$ cat config.mk
export PLATFORM = sky130hd
export DESIGN_NAME = mailbox
export DESIGN_NICKNAME = d
export VERILOG_FILES = /design/src/rtl/mailbox.sv
export SDC_FILE = /design/constraint.sdc
export NUM_CORES = 1
export LEC_CHECK = 0
export ABC_CLOCK_PERIOD_IN_PS = 12900
export CAP_MARGIN = 25
export CORE_MARGIN = 2
export CORE_UTILIZATION = 40
export DETAILED_ROUTE_END_ITERATION = 12
export PLACE_DENSITY = 0.62
export SETUP_SLACK_MARGIN = 0.4
export SLEW_MARGIN = 20
export SYNTH_ARGS = -nofsm -noshare
export SYNTH_HDL_FRONTEND = slang
export SYNTH_SLANG_ARGS = --single-unit
$ cat constraint.sdc
create_clock -name clk -period 12.9 [get_ports clk]
set_input_delay 2.58 -clock clk [delete_from_list [all_inputs] [get_ports clk]]
set_output_delay 2.58 -clock clk [all_outputs]
set_load 0.05 [all_outputs]
$ cat src/rtl/mailbox.sv
// Receive-side message mailbox: circular buffer feeding a single writeback holding register.
// Optional same-cycle enqueue-to-dequeue bypass: define XCTCMSG_MAILBOX_BYPASS_EN.
module mailbox #(
    parameter int DEPTH  = 8,
    parameter int ADDR_W = 7,
    parameter int DATA_W = 64,
    parameter int REG_W  = 5,
    parameter int PT_W   = 16
) (
    input  logic                                   clk,
    input  logic                                   rst,
    input  logic                                   flush,
    input  logic                                   loopback_mailbox_valid,
    output logic                                   mailbox_loopback_ready,
    input  logic [ADDR_W+DATA_W-1:0]               loopback_mailbox_data,
    input  logic                                   receive_queue_mailbox_valid,
    output logic                                   mailbox_receive_queue_ready,
    input  logic [REG_W+PT_W-1:0]                  receive_queue_mailbox_data,
    output logic                                   mailbox_writeback_arbiter_valid,
    input  logic                                   writeback_arbiter_mailbox_acknowledge,
    output logic [REG_W+DATA_W+ADDR_W+PT_W-1:0]    mailbox_writeback_arbiter_data,
    output logic [$clog2(DEPTH):0]                 mailbox_occupancy
);

    localparam int IDX_W = $clog2(DEPTH);
    localparam int PTR_W = IDX_W + 1;
    localparam int MSG_W = ADDR_W + DATA_W;
    localparam int RQ_W  = REG_W + PT_W;
    localparam int WB_W  = REG_W + DATA_W + ADDR_W + PT_W;

    localparam logic [PTR_W-1:0] PTR_ZERO = PTR_W'(0);
    localparam logic [PTR_W-1:0] PTR_ONE  = PTR_W'(1);
    localparam logic [PTR_W-1:0] PTR_FULL = PTR_W'(DEPTH);

    logic [MSG_W-1:0] msg_buf_r [DEPTH];
    logic [PTR_W-1:0] wr_ptr_r;
    logic [PTR_W-1:0] rd_ptr_r;
    logic [PTR_W-1:0] free_ptr_r;
    logic             hold_valid_r;
    logic [WB_W-1:0]  hold_data_r;

    logic [PTR_W-1:0] occupancy_s;
    logic [PTR_W-1:0] pending_s;
    logic             enq_s;
    logic             ack_s;
    logic             alloc_s;
    logic             bypass_s;
    logic             rq_ready_s;
    logic             deq_s;
    logic [MSG_W-1:0] deq_msg_s;
    logic [PTR_W-1:0] wr_ptr_nxt_s;
    logic [PTR_W-1:0] rd_ptr_nxt_s;
    logic [PTR_W-1:0] free_ptr_nxt_s;
    logic             hold_valid_nxt_s;
    logic [WB_W-1:0]  hold_data_nxt_s;

    // Handshake decode: occupancy, pending count, enqueue/dequeue/acknowledge qualifiers.
    always_comb begin
        occupancy_s = wr_ptr_r - free_ptr_r;
        pending_s   = wr_ptr_r - rd_ptr_r;
        enq_s       = loopback_mailbox_valid & (occupancy_s != PTR_FULL);
        // An acknowledge with nothing held must not free an entry.
        ack_s       = writeback_arbiter_mailbox_acknowledge & hold_valid_r;
        alloc_s     = ~hold_valid_r | writeback_arbiter_mailbox_acknowledge;
`ifdef XCTCMSG_MAILBOX_BYPASS_EN
        bypass_s    = (pending_s == PTR_ZERO) & enq_s & receive_queue_mailbox_valid
                      & alloc_s & ~flush;
`else
        bypass_s    = 1'b0;
`endif
        rq_ready_s  = alloc_s & ~flush & ((pending_s != PTR_ZERO) | bypass_s);
        deq_s       = receive_queue_mailbox_valid & rq_ready_s;
        if (bypass_s) begin
            deq_msg_s = loopback_mailbox_data;
        end else begin
            deq_msg_s = msg_buf_r[rd_ptr_r[IDX_W-1:0]];
        end
    end

    // Next-state computation for pointers and the holding register.
    always_comb begin
        if (enq_s) begin
            wr_ptr_nxt_s = wr_ptr_r + PTR_ONE;
        end else begin
            wr_ptr_nxt_s = wr_ptr_r;
        end
        if (ack_s) begin
            free_ptr_nxt_s = free_ptr_r + PTR_ONE;
        end else begin
            free_ptr_nxt_s = free_ptr_r;
        end
        hold_data_nxt_s = {receive_queue_mailbox_data[RQ_W-1:PT_W],
                           deq_msg_s[DATA_W-1:0],
                           deq_msg_s[MSG_W-1:DATA_W],
                           receive_queue_mailbox_data[PT_W-1:0]};
        // Flush rewinds the read pointer onto the reserved (unacknowledged) entry.
        if (flush) begin
            rd_ptr_nxt_s     = free_ptr_nxt_s;
            hold_valid_nxt_s = 1'b0;
        end else if (deq_s) begin
            rd_ptr_nxt_s     = rd_ptr_r + PTR_ONE;
            hold_valid_nxt_s = 1'b1;
        end else if (ack_s) begin
            rd_ptr_nxt_s     = rd_ptr_r;
            hold_valid_nxt_s = 1'b0;
        end else begin
            rd_ptr_nxt_s     = rd_ptr_r;
            hold_valid_nxt_s = hold_valid_r;
        end
    end

    // Pointer and holding-valid state.
    always_ff @(posedge clk or posedge rst) begin
        if (rst) begin
            wr_ptr_r     <= PTR_ZERO;
            rd_ptr_r     <= PTR_ZERO;
            free_ptr_r   <= PTR_ZERO;
            hold_valid_r <= 1'b0;
        end else begin
            wr_ptr_r     <= wr_ptr_nxt_s;
            rd_ptr_r     <= rd_ptr_nxt_s;
            free_ptr_r   <= free_ptr_nxt_s;
            hold_valid_r <= hold_valid_nxt_s;
        end
    end

    // Holding data only changes on a dequeue, so it is stable until acknowledged.
    always_ff @(posedge clk) begin
        if (deq_s) begin
            hold_data_r <= hold_data_nxt_s;
        end
    end

    // Message buffer storage.
    always_ff @(posedge clk) begin
        if (enq_s) begin
            msg_buf_r[wr_ptr_r[IDX_W-1:0]] <= loopback_mailbox_data;
        end
    end

    assign mailbox_loopback_ready          = (occupancy_s != PTR_FULL);
    assign mailbox_receive_queue_ready     = rq_ready_s;
    assign mailbox_writeback_arbiter_valid = hold_valid_r;
    assign mailbox_writeback_arbiter_data  = hold_data_r;
    assign mailbox_occupancy               = occupancy_s;

endmodule
==> results.toml, run 1 <==
[timing]
timing.final.crit_share = 0.537
drv_slew = 0
slew_headroom = 0.293
final_period_minus_worst_setup_slack_ps = 6930
rsz0062_at_grt = "no"
finalHoldViolCount = 0
tightestPinTransition_ps = 1060
clock_skew_ps = 16.7
finalSetupViolCount = 0
max_freq_mhz = 144
hold_ws_ps = 528
finalSetupTns_ps = 0

[worst_hold_path]
min_path_type = "reg2reg"
hold_path_startpoint = "wr_ptr_r[3]"

[setup_path]
r2r-start = "wr_ptr_r[0]"
crit_path_start = "flush"
worstSetupEndpointType = "primary output"
crit_path_end = "mailbox_receive_queue_ready"
start_kind = "primary input"
path_class = "in2out"
cp_num_buf_inv = 3
cp_cell_sequence = "clkdlybuf4s50_1 -> inv_1 -> and3_1 -> clkdlybuf4s50_1"
crit_arrival_ps = 4350
r2r-end = "msg_buf_r[6][5]"
worstSetupPathDepth = 4
crit_path_top_delay_cell = "clkdlybuf4s50_1"
cp_common_cell = "clkdlybuf4s50_1"
r2r_slack_ps = 9140
required_ps = 10320
worstPathMaxFanout = 10
cpPeakStageDelay_ps = 800
cp_top_family = "buffers and inverters"
reg2reg_depth = 9

[floorplanning]
fp.dieW_microns = 254
die_h_microns = 254
dieArea_sq_mm = 0.0646
row_count = 91
core_sq_mm = 0.0618
initial_core_util = 0.405
pin_count = 197

[placed_design]
place.gp.congestion = 0.760
dpl.hpwl_mm = 27.7
place_area_sq_mm = 0.0281
dpl.cell_count = 2178
io_buffers = 196

[clocking]
htreeDepth = 3
root_buffer = "clkbuf_16"
cts_resized = 0
clkSinkCount = 673
clk_path_buf_depth = 3
worstSkewPairLatency_ps = 590
cts_hold_buffers = 0
post_cts_buffers = 0
path_clk_slew_ps = 60
cts_inserted_buffers = 68
cts_tree = "yes"

[power]
ir_worst_vdd_v = 0.000152
power_density_mw_per_mm2 = 233
finalPower_w = 0.00703
p_leak_nw = 9.93

[route]
via_per_inst = 5.10
wl_mm = 50.8
drc = 0
wire_per_inst_microns = 22.1
drtPass1Iterations = 5
drtIter0Drc = 872
vias = 11700
antenna_left = 0

[grt]
grt_first_pass_wirelength_mm = 76.3
grt_use_total = 0.160
antenna_found_initial = 8
grt_pass1_vias = 12300
grt_start_max_net_pins = 118
grt-ovfl-total = 0

[synthesis]
ys_seq_elements = 673
yosysWarnings = 0
synth_cell_types = 41
synth-edff-count = 660
synth_cells = 1174
syn_area_sq_mm = 0.0250
async_flop_share = 0.0193
ys_seq_area_frac = 0.805
syn_area_per_cell_sq_um = 21.3
synth.net_count = 1282
synthFlopType = "edfxtp_1"

[cells_and_area]
syn_to_final_growth_pct = 20.7
final_area_sq_mm = 0.0302
drive_above_1_share = 0.189
stdcell_count = 2296
fin_nets = 1520
fillCellCount = 4978

[flow_run]
maxCapViolations = 0

[status]
status = "finished, final reports clean"
-- cells in the mapped netlist (5+ instances only) --
cell type | instances | area [sq um]
mux4_2 | 142 | 3200
inv_1 | 11 | 41.3
edfxtp_1 | 660 | 19800
xnor2_1 | 6 | 52.6
ha_1 | 9 | 113
nand3_1 | 6 | 30.0
dfrtp_1 | 13 | 325
nor2_1 | 5 | 18.8
nor3_1 | 7 | 35.0
nand2_1 | 221 | 830
buf_2 | 17 | 85.1
clkbuf_1 | 30 | 113
-- through the flow --
step / worst slack (ps) / util
floorplan: 2830 / -
global placement: 5990 / 0.454
detailed placement: 5970 / 0.454
CTS: 5970 / 0.488
global route: 5860 / 0.489
finish: 5970 / 0.489
-- layout by cell type (no fill, tap or decap), drive strengths merged, types with 4 or more instances in the layout --
master         Yosys  final
clkinv             0     23
mux4             142    142
edfxtp           660    660
bufinv             0      5
nor2               5      5
buf               21     23
xor2               4      4
clkbuf            30     86
ha                 9      9
clkdlybuf4s50      0    196
xnor2              6      6
nand3              6      6
dfrtp             13     13
nand2            221    221
nor3               8      8
inv               11     13
-- power breakdown --
group	total (W)	leakage [nW]	switching [W]	internal [W]
combinational	0.00209	2.73	0.00128	0.000811
sequential	0.00307	6.17	0.000160	0.00291
clock	0.00188	1.03	0.000777	0.00110
-- metal layers --
metal	wire (microns)	global-route usage	up-vias
li1	-	-	5181
met1	22600	0.221	6159
met2	24000	0.249	281
met3	3260	0.0424	78
met4	853	0.0484	12
met5	74	0	-
-- cell families (layout without fill, tap and decap cells) --
kind of cell | after synthesis | after routing | share of synthesized area
adders and majority gates | 10 | 10 | 0.00530
DFF | 673 | 673 | 0.805
and+or+nand+nor | 257 | 257 | 0.0414
buffers and inverters | 62 | 346 | 0.0104
xor gates and xnor gates | 10 | 10 | 0.00350
muxes | 144 | 144 | 0.129
other | 0 | 1 | 0
AOI/OAI and AO/OA | 18 | 18 | 0.00590
-- flip-flops by register name, summed over array words and instances (netlist names) --
name                             count
free_ptr_r                           4
mailbox_writeback_arbiter_data      92
msg_buf_r                          568
wr_ptr_r                             4
rd_ptr_r                             4
mailbox_writeback_arbiter_valid      1
-- worst reg2reg max path: stages (launching register included) --
cell	delay (ps)
dfrtp_1	510
inv_1	150
ha_1	240
inv_1	70
fa_1	420
or3_4	420
nor3_1	710
nor3_2	120
buf_4	320
buf_4	460
-- final cells by class --
type | instances | area (sq um) | share of cell area
flip-flops and latches | 673 | 20200 | 0.667
multi-input cells | 439 | 4690 | 0.155
repair buffers | 219 | 2170 | 0.0717
clock buffers | 86 | 1830 | 0.0606
well taps | 837 | 1050 | 0.0347
clock inverters | 30 | 274 | 0.00907
inverters | 11 | 42.5 | 0.00141
diodes | 1 | 2.50 | 0.0000828
-- worst min path at each step --
stage	endpoint	depth (start not counted)	slack [ps]
final	wr_ptr_r[3]	1	530
after global routing	wr_ptr_r[3]	1	560
after CTS	wr_ptr_r[3]	1	540
after detailed placement	free_ptr_r[2]	1	520
after global placement	free_ptr_r[3]	1	520
after floorplan	free_ptr_r[3]	1	480
Note: power is estimated with default switching activity, not from simulation.
==> run 2, diff against run 1 <==
--- a/config.mk
+++ b/config.mk
@@ -5,12 +5,12 @@
 export SDC_FILE = /design/constraint.sdc
 export NUM_CORES = 1
 export LEC_CHECK = 0
-export ABC_CLOCK_PERIOD_IN_PS = 12900
+export ABC_CLOCK_PERIOD_IN_PS = 6300
 export CAP_MARGIN = 25
 export CORE_MARGIN = 2
 export CORE_UTILIZATION = 40
 export DETAILED_ROUTE_END_ITERATION = 12
-export PLACE_DENSITY = 0.62
+export PLACE_DENSITY = 0.65
 export SETUP_SLACK_MARGIN = 0.4
 export SLEW_MARGIN = 20
 export SYNTH_ARGS = -nofsm -noshare
==> constraint.sdc (replaced) <==
create_clock -name clk -period 6.3 [get_ports clk]
set_input_delay 1.26 -clock clk [delete_from_list [all_inputs] [get_ports clk]]
set_output_delay 1.26 -clock clk [all_outputs]
set_load 0.05 [all_outputs]
==> run 2 against run 1 <==
  * Via count down 0.42%
  * Count of clock-buffer cells in the layout is 6 higher
  * Sequential power up 100%
  * Flip-flop and latch count stayed put
  * Wire length is 0.22% lower
  * Die area unchanged
  * Hold slack got worse by 4.7 ps
  * Clock power rose by 130%
  * Worst setup slack lost 4600 ps
  * Register-to-register slack worse by 6600 ps
  * First-iteration DRC count increased by 4.5%
==> results.toml, run 2 (synthesis results as in run 1) <==
[cells_and_area]
regArea_sq_mm = 0.0202
layout_common_cells = "edfxtp_1, nand2_1, clkdlybuf4s50_1, mux4_2, clkbuf_16"
syn_to_final_growth_pct = 22.3
final_common_cell = "edfxtp_1"
finish.utilization = 0.495
fillCellCount = 4987
fin_nets = 1522
largest_register_ffs = 568
drive_above_1_share = 0.197
multiInputGateArea_sq_mm = 0.00472

[timing]
tightestPinTransition_ps = 902
slew_headroom = 0.399
finalHoldViolCount = 0
finalSetupViolCount = 0
max_freq_mhz = 203
final_period_minus_worst_setup_slack_ps = 4920
rsz0062_at_grt = "no"
finalSetupTns_ps = 0
drv_slew = 0
clock_skew_ps = 27.1
timing.final.crit_share = 0.781

[setup_path]
worstSetupEndpointType = "primary output"
r2r-start = "wr_ptr_r[1]"
crit_arrival_ps = 3660
start_kind = "flip-flop"
crit_path_start = "wr_ptr_r[0]"
required_ps = 5040
worstPathMaxFanout = 8
path_class = "reg2out"

[route]
via_per_inst = 5.05
antenna_left = 0
vias = 11700
drc = 0
routed.top_layer = "met5"
drtPass1Iterations = 5
wl_met1_mm = 22.3
met3_length_mm = 2.92
drtIter0Drc = 911
wl_mm = 50.7
wire_per_inst_microns = 22.0
met2_length_mm = 24.6

[floorplanning]
die_h_microns = 254
row_count = 91
core_sq_mm = 0.0618
dieArea_sq_mm = 0.0646
initial_core_util = 0.405
fp.dieW_microns = 254
pin_count = 197

[clocking]
clkSinkCount = 673
post_cts_buffers = 0
root_buffer = "clkbuf_16"
worstSkewPairLatency_ps = 610
cts_hold_buffers = 0
cts_tree = "yes"
cts_inserted_buffers = 70
htreeDepth = 3
path_clk_slew_ps = 60
cts_resized = 0
clk_path_buf_depth = 3

[grt]
grt_first_pass_wirelength_mm = 76.0
grt_start_max_net_pins = 72
grt-ovfl-total = 0
grt_pass1_vias = 12500
grt_use_total = 0.159
antenna_found_initial = 5

[placed_design]
place.gp.congestion = 0.800
dpl.hpwl_mm = 26.7
io_buffers = 196

[worst_hold_path]
min_path_type = "reg2reg"
hold_path_startpoint = "free_ptr_r[3]"

[power]
power_density_mw_per_mm2 = 485
ir_worst_vdd_v = 0.000233
p_leak_nw = 10.1

[flow_run]
maxCapViolations = 0

[status]
status = "finished, final reports clean"
[run 2: cell count changes in the layout (fill, tap and decap cells not counted), moves of 2 or more]
| cell | change |
|---|---|
| clkbuf_1 | +3 |
| nor3_2 | -2 |
| nor4_2 | -2 |
| nor4_4 | +2 |
| bufinv_16 | +5 |
| clkinvlp_4 | +7 |
| clkinv_1 | -7 |
| buf_12 | +6 |
| clkinv_2 | -3 |
| clkbuf_8 | -2 |
| buf_4 | -6 |
| clkbuf_16 | +5 |
| nor3_4 | +2 |
[run 2: cell type report]
type | count | area share
flip-flops and latches | 673 | 0.658
repair buffers | 219 | 0.0732
well taps | 837 | 0.0342
clock inverters | 35 | 0.0152
inverters | 11 | 0.00143
diodes | 2 | 0.000163
clock buffers | 92 | 0.0633
multi-input cells | 439 | 0.154
[run 2: critical path: stages, from the launching register on]
cell and delay [ps]:
dfrtp_1 580, inv_1 150, ha_1 240, inv_1 80
fa_1 440, or3_4 420, nor3_1 350, inv_1 90
clkdlybuf4s50_1 710
[run 2: path summary, 6_finish.rpt]
path                                          endpoint  slack [ps]  cells after the start
worst max-delay path            mailbox_loopback_ready        1380                      8
worst min-delay path                     free_ptr_r[3]         520                      1
worst max register to register        msg_buf_r[4][14]        2570                      9
worst min register to register           free_ptr_r[3]         520                      1
max in group asynchronous                  rd_ptr_r[2]        4850                      2
min in group asynchronous                free_ptr_r[0]        1020                      2
[run 2: where the power goes]
| part | switching (W) | internal, W |
|---|---|---|
| registers | 0.000304 | 0.00595 |
| clock network | 0.00167 | 0.00259 |
| logic | 0.00264 | 0.00170 |
[run 2: metal layers]
metal | up-vias | global-route usage
li1 | 5203 | -
met1 | 6099 | 0.214
met2 | 284 | 0.261
met3 | 66 | 0.0370
met4 | 10 | 0.0457
met5 | - | 0
[run 2: stage by stage]
step	setup slack, ps	instances	cell area, sq um	power, W	hold WS, ps
floorplan	-1620	1174	25100	0.00937	478
global placement	2040	2176	28100	0.0107	510
detailed placement	2000	2176	28100	0.0108	509
CTS	1340	2303	30500	0.0151	521
global route	1230	2306	30600	0.0156	542
finish	1380	2308	30600	0.0149	523
